$ cat config.mk
export PLATFORM = sky130hd
export DESIGN_NAME = bist_tpg
export DESIGN_NICKNAME = d
export VERILOG_FILES = /design/src/rtl/bist_tpg.sv
export SDC_FILE = /design/constraint.sdc
export NUM_CORES = 1
export LEC_CHECK = 0
export BUFFER_PORTS_ARGS = -buffer_cell sky130_fd_sc_hd__buf_4
export CAP_MARGIN = 20
export CORE_AREA = 8 8 45 47
export CTS_CLUSTER_SIZE = 14
export DETAILED_ROUTE_END_ITERATION = 10
export DIE_AREA = 0 0 53 55
export PLACE_DENSITY_LB_ADDON = 0.2
export SLEW_MARGIN = 15
export SYNTH_ARGS = -nofsm -noshare
export SYNTH_HDL_FRONTEND = slang
export SYNTH_SLANG_ARGS = --single-unit
export TNS_END_PERCENT = 50
$ cat constraint.sdc
create_clock -name clk -period 2.1 [get_ports clk]
set_clock_uncertainty 0.1 [all_clocks]
set_input_delay 0.105 -clock clk [delete_from_list [all_inputs] [get_ports clk]]
set_output_delay 0.105 -clock clk [all_outputs]
set_load 0.01 [all_outputs]
$ cat src/rtl/bist_tpg.sv
// 4-bit LFSR test pattern generator with valid/ready handoff to the CUT/ORA side.
// Define BIST_TPG_ZERO_EN to extend the sequence to all 16 values (0000 inserted after 1000).
module bist_tpg #(
  parameter logic [3:0] SEED         = 4'b0001,
  parameter int         NUM_PATTERNS = 15
) (
  input  logic       clk,
  input  logic       reset,
  input  logic       start,
  input  logic       abort,
  input  logic       pattern_ready,
  output logic [3:0] pattern_out,
  output logic       pattern_valid,
  output logic [4:0] pattern_index,
  output logic       busy,
  output logic       done
);

  typedef enum logic [1:0] {S_IDLE, S_RUN, S_DONE} state_t;

`ifdef BIST_TPG_ZERO_EN
  localparam logic [3:0] SEED_EFF = SEED;
`else
  localparam logic [3:0] SEED_EFF = (SEED == 4'b0000) ? 4'b0001 : SEED;
`endif
  localparam logic [4:0] LAST_IDX = 5'(NUM_PATTERNS - 1);

  state_t      r_state, w_state_nxt;
  logic [3:0]  r_lfsr,  w_lfsr_nxt;
  logic [4:0]  r_count, w_count_nxt;
  logic [3:0]  w_lfsr_step;
  logic        w_fb;
  logic        w_xfer;

`ifdef BIST_TPG_ZERO_EN
  // Extra term flips feedback only for 1000 and 0000, splicing 0000 into the cycle.
  assign w_fb = r_lfsr[3] ^ r_lfsr[2] ^ (r_lfsr[2:0] == 3'b000);
`else
  assign w_fb = r_lfsr[3] ^ r_lfsr[2];
`endif
  assign w_lfsr_step = {r_lfsr[2:0], w_fb};
  assign w_xfer      = (r_state == S_RUN) && pattern_ready;

  always_ff @(posedge clk) begin
    if (reset) begin
      r_state <= S_IDLE;
      r_lfsr  <= 4'b0001;
      r_count <= 5'd0;
    end else begin
      r_state <= w_state_nxt;
      r_lfsr  <= w_lfsr_nxt;
      r_count <= w_count_nxt;
    end
  end

  always_comb begin
    w_state_nxt = r_state;
    w_lfsr_nxt  = r_lfsr;
    w_count_nxt = r_count;
    case (r_state)
      S_IDLE: begin
        if (start) begin
          w_state_nxt = S_RUN;
          w_lfsr_nxt  = SEED_EFF;
          w_count_nxt = 5'd0;
        end
      end
      S_RUN: begin
        // Abort wins over a same-cycle transfer; that transfer is not counted.
        if (abort) begin
          w_state_nxt = S_IDLE;
        end else if (w_xfer) begin
          w_lfsr_nxt  = w_lfsr_step;
          w_count_nxt = r_count + 5'd1;
          if (r_count == LAST_IDX) w_state_nxt = S_DONE;
        end
      end
      S_DONE: begin
        if (abort) begin
          w_state_nxt = S_IDLE;
        end else if (start) begin
          w_state_nxt = S_RUN;
          w_lfsr_nxt  = SEED_EFF;
          w_count_nxt = 5'd0;
        end
      end
      default: w_state_nxt = S_IDLE;
    endcase
  end

  assign pattern_out   = r_lfsr;
  assign pattern_valid = (r_state == S_RUN);
  assign busy          = (r_state == S_RUN);
  assign done          = (r_state == S_DONE);
  assign pattern_index = r_count;

endmodule

Yosys cells after proc, flatten, opt, wreduce, memory -nomap -nowiden
Cells that the tools add are included.
{"block": "totals", "inputBits": 5, "ff_bits": 11, "output_inout_bits": 12}
{"block": "op_classes", "n_bitwise": 1, "n_reduce_logical": 5, "eq_ne": 8, "n_addsub": 1, "n_mux": 16}
{"cell": "two-way mux 5 bit", "count": 4}
{"cell": "two-way mux 4 bit", "count": 4}
{"cell": "one-hot mux 5 bit (3 select lines)", "count": 1}
{"cell": "one-hot mux 4 bit (3 select lines)", "count": 1}
{"cell": "two-way mux 2 bit", "count": 5}
{"cell": "inequality test 3 x 2 -> 1 bit, second input constant", "count": 2}
{"cell": "one-hot mux 2 bit (3 select lines)", "count": 1}
{"cell": "adder 5 x 1 -> 5 bit, second input constant", "count": 1}
{"cell": "== test 5 x 4 -> 1 bit, second input constant", "count": 1}
{"cell": "inequality test 2 bit, second input constant", "count": 2}
{"cell": "AND reduction 4 bit", "count": 1}
{"cell": "nonzero test 3 bit", "count": 1}
{"cell": "== test 2 x 1 -> 1 bit, second input constant", "count": 1}
{"cell": "== test 2 bit, second input constant", "count": 1}
{"cell": "zero test 2 bit", "count": 1}
{"cell": "inequality test 2 x 1 -> 1 bit, second input constant", "count": 1}
{"cell": "AND reduction 2 bit", "count": 1}
{"cell": "logical AND 1 bit", "count": 1}
{"cell": "bitwise XOR 1 bit", "count": 1}

Longest topological paths before layout
{"block": "logic_depth", "word_depth": 5, "ltp_mapped": 6, "ltp_nobuf": 6}

Worst setup path after synthesis
No wires, ideal clock.
{"block": "synth_timing", "path_kind": "reg2reg", "from": "register r_state[1]", "to": "register r_count[4], in the netlist pattern_index[4]", "path_stages_with_launch": 5, "arrival_ns": 1.223, "slack_ns": 0.718, "required_ns": 1.941, "path_cell_list": "dfxtp_1 -> and4bb_1 -> a21oi_2 -> or4_1 -> nand2_1"}
{"block": "synth_between", "elab_chain_cells": 4, "elab_cells_between_ends": 10, "cone_classes": "eq/ne: 5; mux: 1; reduce/logical: 4"}
{"item": "start, declared", "line_no": "28", "text": "state_t r_state, w_state_nxt;"}
{"item": "start signal, assigned", "line_no": "50", "text": "r_state <= w_state_nxt;"}
{"item": "== test 2 x 1 -> 1 bit", "line_no": "42, 60"}
{"item": "logical AND 1 bit", "line_no": "42", "text": "assign w_xfer = (r_state == S_RUN) && pattern_ready;"}
{"item": "inequality test 2 x 1 -> 1 bit (no line)"}
{"item": "AND reduction 4 bit (no line)"}
{"item": "end signal, assigned", "line_no": "52", "text": "r_count <= w_count_nxt;"}
{"item": "end, declared", "line_no": "30", "text": "logic [4:0] r_count, w_count_nxt;"}
Parallel ways exist; a longest one is shown, timed or not.
A chain may end at the register's enable or synchronous reset.

Final worst setup path
{"block": "layout_timing", "from": "register r_count[0], in the netlist pattern_index[0]", "to": "register r_state[1]"}
{"block": "layout_between", "elab_chain_cells": 3}
{"item": "== test 5 x 4 -> 1 bit", "line_no": "75", "text": "if (r_count == LAST_IDX) w_state_nxt = S_DONE;"}
{"item": "inequality test 3 x 2 -> 1 bit (no line)"}
{"item": "AND reduction 2 bit (no line)"}
Every way passes these cells.

==> flow_summary.rst <==
.. list-table::
   :header-rows: 1

   * - Metric
     - Value
   * - Height of the die
     - 55 um
   * - Number of distinct standard cells referenced by the synthesized netlist
     - 26
   * - Crit path arrival time
     - 1.84 ns
   * - Initial antenna violation count
     - 0
   * - Core ar.
     - 1380 um2
   * - Leak pwr
     - 0.315 nW
   * - Count of H-tree levels built during CTS
     - 1
   * - Slew at the pin closest to its max-slew limit
     - 0.589 ns
   * - Pin count of the biggest net entering global routing
     - 16
   * - Worst hold stages
     - 4
   * - Ratio of final minimum period to clock period
     - 0.852
   * - Depth of the worst register-to-register path
     - 7
   * - Total grt overflow
     - 0
   * - Synthesis-to-finish area growth
     - 31.4%
   * - FP Rows
     - 14
   * - Setup-violating endpoint count in the final report
     - 0
   * - Yosys warning count
     - 0
   * - Internal power
     - 0.311 mW
   * - Synthesized area
     - 554 um2
   * - Cell accounting for the most synthesized area
     - sky130_fd_sc_hd__dfxtp_1
   * - Antenna viol nets, final
     - 0
   * - Number of buffers created by CTS
     - 3
   * - Top-count cell post-synth
     - sky130_fd_sc_hd__dfxtp_1
   * - Critical R2R Capture
     - r_state[1]
   * - Buffer depth of the longest clock path
     - 2
   * - I/O pin total
     - 17
   * - Final Hold Fails
     - 0
   * - Number of sinks driven by the clock tree
     - 11
   * - Number of violations reported at the end of detailed-routing iteration 0
     - 9
   * - Kind of critical path
     - flip-flop to flip-flop
   * - DP Cell Count
     - 93
   * - Total wirelength of the detailed-routed design
     - 1150 um
   * - Reg power frac
     - 0.519
   * - Worst-Skew Late Latency
     - 0.27 ns
   * - Fraction of final layout cells sized beyond drive strength 1
     - 0.238
   * - Most common flop cell mapped by yosys
     - sky130_fd_sc_hd__dfxtp_1
   * - Multi-input gate area in the final layout
     - 297 um2
   * - Filler cell count in the final layout
     - 137
   * - Peak supply drop
     - 0.284 mV
   * - Post-synth net total
     - 72
   * - Worst max-slew margin expressed relative to the limit
     - 0.608
   * - Combinational group share of total power
     - 0.125
   * - Fraction of the core area covered by cells at the end of the flow
     - 0.526
   * - Source of the critical timing path
     - pattern_index[0]
   * - Switching fraction of total power
     - 0.253
   * - Post-CTS resize count
     - 0
   * - Summed negative setup slack over all endpoints
     - 0 ns
   * - Top fanout value on the critical path
     - 5
   * - Diodes inserted
     - 0
   * - Launching element type of the critical path
     - flip-flop
   * - Synth Area per Inst
     - 8.53 um2
   * - Worst Path Required
     - 2.15 ns
   * - Post-CTS Setup Inserts
     - 0
   * - Drc violations
     - 0
   * - Vias in the first global route
     - 446
   * - Number of enable-type register cells in the synthesized netlist
     - 0
   * - Vias
     - 517
   * - Worst flop-to-flop path startpoint
     - pattern_index[0]
   * - Cells taking the most area after synthesis
     - sky130_fd_sc_hd__dfxtp_1 (40%), sky130_fd_sc_hd__mux2i_1 (5.4%), sky130_fd_sc_hd__nand2_1 (5.4%)
   * - Post-layout minimum cycle time
     - 1.79 ns
   * - Routability Congestion
     - 0.694
   * - Number of max-cap violations
     - 0
   * - Net switching power figure
     - 0.106 mW
   * - Endpoint of the worst hold path
     - pattern_index[0]
   * - TritonCTS clock tree
     - yes
   * - Pwr per Cell Area
     - 572 nW/um2
   * - Clock power share
     - 0.356
   * - Wire length of the first global-routing pass
     - 1900 um
   * - Proportion of register bits with asynchronous set or reset after synthesis
     - 0
   * - Via density per instance
     - 5.17
   * - Clock transition at the register clock pins on the worst setup and hold paths after CTS
     - 0.08 ns
   * - Final instance count without filler cells
     - 100
   * - FF+latch count, synth
     - 11
   * - CP peak stage delay
     - 0.55 ns
   * - Overall Global Routing Usage
     - 0.0849
   * - Cell with the largest stage delay on the worst path
     - sky130_fd_sc_hd__dlygate4sd3_1
   * - Number of max-slew violations in the final report
     - 0
   * - Placed wire-length estimate
     - 861 um
   * - Critical path endpoint category
     - flip-flop
   * - Mapped Cells
     - 65
   * - Setup repair after global routing missed its margin
     - false
   * - Total iterations of the first detailed-routing run
     - 4
   * - Initial standard-cell utilization of the core
     - 0.401
   * - Number of I/O port buffers
     - 16
   * - HP Class
     - input pin to flip-flop
   * - CP cell instances
     - inv_1 -> ha_1 -> nand4_1 -> nor2_1 -> a22oi_1 -> nor3_1 -> dlygate4sd3_1
   * - Clock root buffer
     - sky130_fd_sc_hd__clkbuf_4
   * - Number of hold buffers added after cts
     - 3
   * - Number of nets in the finished design
     - 92
   * - Synth top area share
     - 0.397
   * - Overall die width
     - 53 um
   * - Register area share after synthesis
     - 0.397
   * - Total power consumption of the routed design
     - 0.417 mW
   * - Result of the run
     - complete, no violations
   * - Total area of sequential cells
     - 220 um2
   * - Worst reg-to-reg setup slack
     - 0.31 ns
   * - Commonest cells post-synth
     - sky130_fd_sc_hd__dfxtp_1 (11), sky130_fd_sc_hd__nand2_1 (8), sky130_fd_sc_hd__a21oi_1 (5), sky130_fd_sc_hd__inv_1 (4), sky130_fd_sc_hd__nor2_1 (4)
   * - Start point of the worst hold path
     - pattern_ready
   * - Fmax
     - 559 MHz
   * - Drt wl/cell
     - 11.5 um
   * - Area of the die
     - 2920 um2
[registers in the layout, summed over array words and instances, names as in the netlist]
name	count
pattern_index	5
pattern_out	4
r_state	2
[per-stage QoR]
step           hold slack [ns]  instance area, um2  setup WS, ns
2_1_floorplan           0.0843                 554         0.718
3_3_place_gp             0.199                 672         0.539
3_5_place_dp             0.200                 672         0.504
4_1_cts                  0.239                 728         0.315
5_1_grt                  0.319                 728         0.158
6_report                 0.251                 728         0.311
[layer usage]
| layer | vias to the layer above | track usage | wire length [um] |
|---|---|---|---|
| met4 | 0 | 0.0388 | 0 |
| met1 | 238 | 0.101 | 558 |
| met5 | - | 0 | 0 |
| li1 | 267 | - | - |
| met3 | 0 | 0.0348 | 82 |
| met2 | 12 | 0.131 | 505 |
[area by class of cell]
type,count,area share
flip-flops and latches,11,0.302
clock buffers,4,0.0361
inverters,4,0.0206
well taps,16,0.0275
multi-input cells,46,0.407
repair buffers,19,0.206
[kinds of logic after synthesis]
logic type | after synthesis | share of synthesized area
compound gates | 12 | 0.144
fa+ha+maj | 2 | 0.0451
simple gates | 28 | 0.275
buf+inv | 8 | 0.0677
mux | 3 | 0.0542
flops | 11 | 0.397
xor+xnor | 1 | 0.0158
[power groups by stage]
| stage | Clock (mW) | Combinational, mW | Sequential, mW |
|---|---|---|---|
| 4_1_cts | 0.154 | 0.0522 | 0.216 |
| 5_1_grt | 0.163 | 0.0570 | 0.217 |
| 6_report | 0.148 | 0.0521 | 0.216 |
| 3_5_place_dp | 0 | 0.0492 | 0.221 |
| 3_3_place_gp | 0 | 0.0490 | 0.221 |
| 2_1_floorplan | 0 | 0.0331 | 0.222 |
[layout by cell type (no fill, tap or decap), types with 2 or more instances in the layout]
cell type                        n
sky130_fd_sc_hd__buf_4          16
sky130_fd_sc_hd__dfxtp_1        11
sky130_fd_sc_hd__nand2_1         8
sky130_fd_sc_hd__a21oi_1         5
sky130_fd_sc_hd__inv_1           4
sky130_fd_sc_hd__nor2_1          4
sky130_fd_sc_hd__nor2b_1         3
sky130_fd_sc_hd__mux2i_1         3
sky130_fd_sc_hd__nand3b_1        3
sky130_fd_sc_hd__clkbuf_4        3
sky130_fd_sc_hd__dlygate4sd3_1   3
sky130_fd_sc_hd__nand3_1         2
sky130_fd_sc_hd__o211ai_1        2
sky130_fd_sc_hd__or4_1           2
sky130_fd_sc_hd__nor3_1          2
sky130_fd_sc_hd__ha_1            2
[worst max path at each step]
stage / endpoint / slack, ns
after floorplan: pattern_index[4] / 0.72
after global placement: pattern_index[4] / 0.54
after detailed placement: pattern_index[4] / 0.50
after CTS: r_state[1] / 0.32
after global routing: r_state[1] / 0.16
final: r_state[1] / 0.31
[worst max-delay path: cells and delay by family (launching register included)]
family / cells / cell delay, ns
buffers and inverters: 2 / 0.62
adder cells (fa/ha/maj): 1 / 0.19
flip-flops: 1 / 0.42
AO/OA/AOI/OAI: 1 / 0.14
AND/OR/NAND/NOR: 3 / 0.20
No activity file was read; power rests on OpenSTA's default activity.
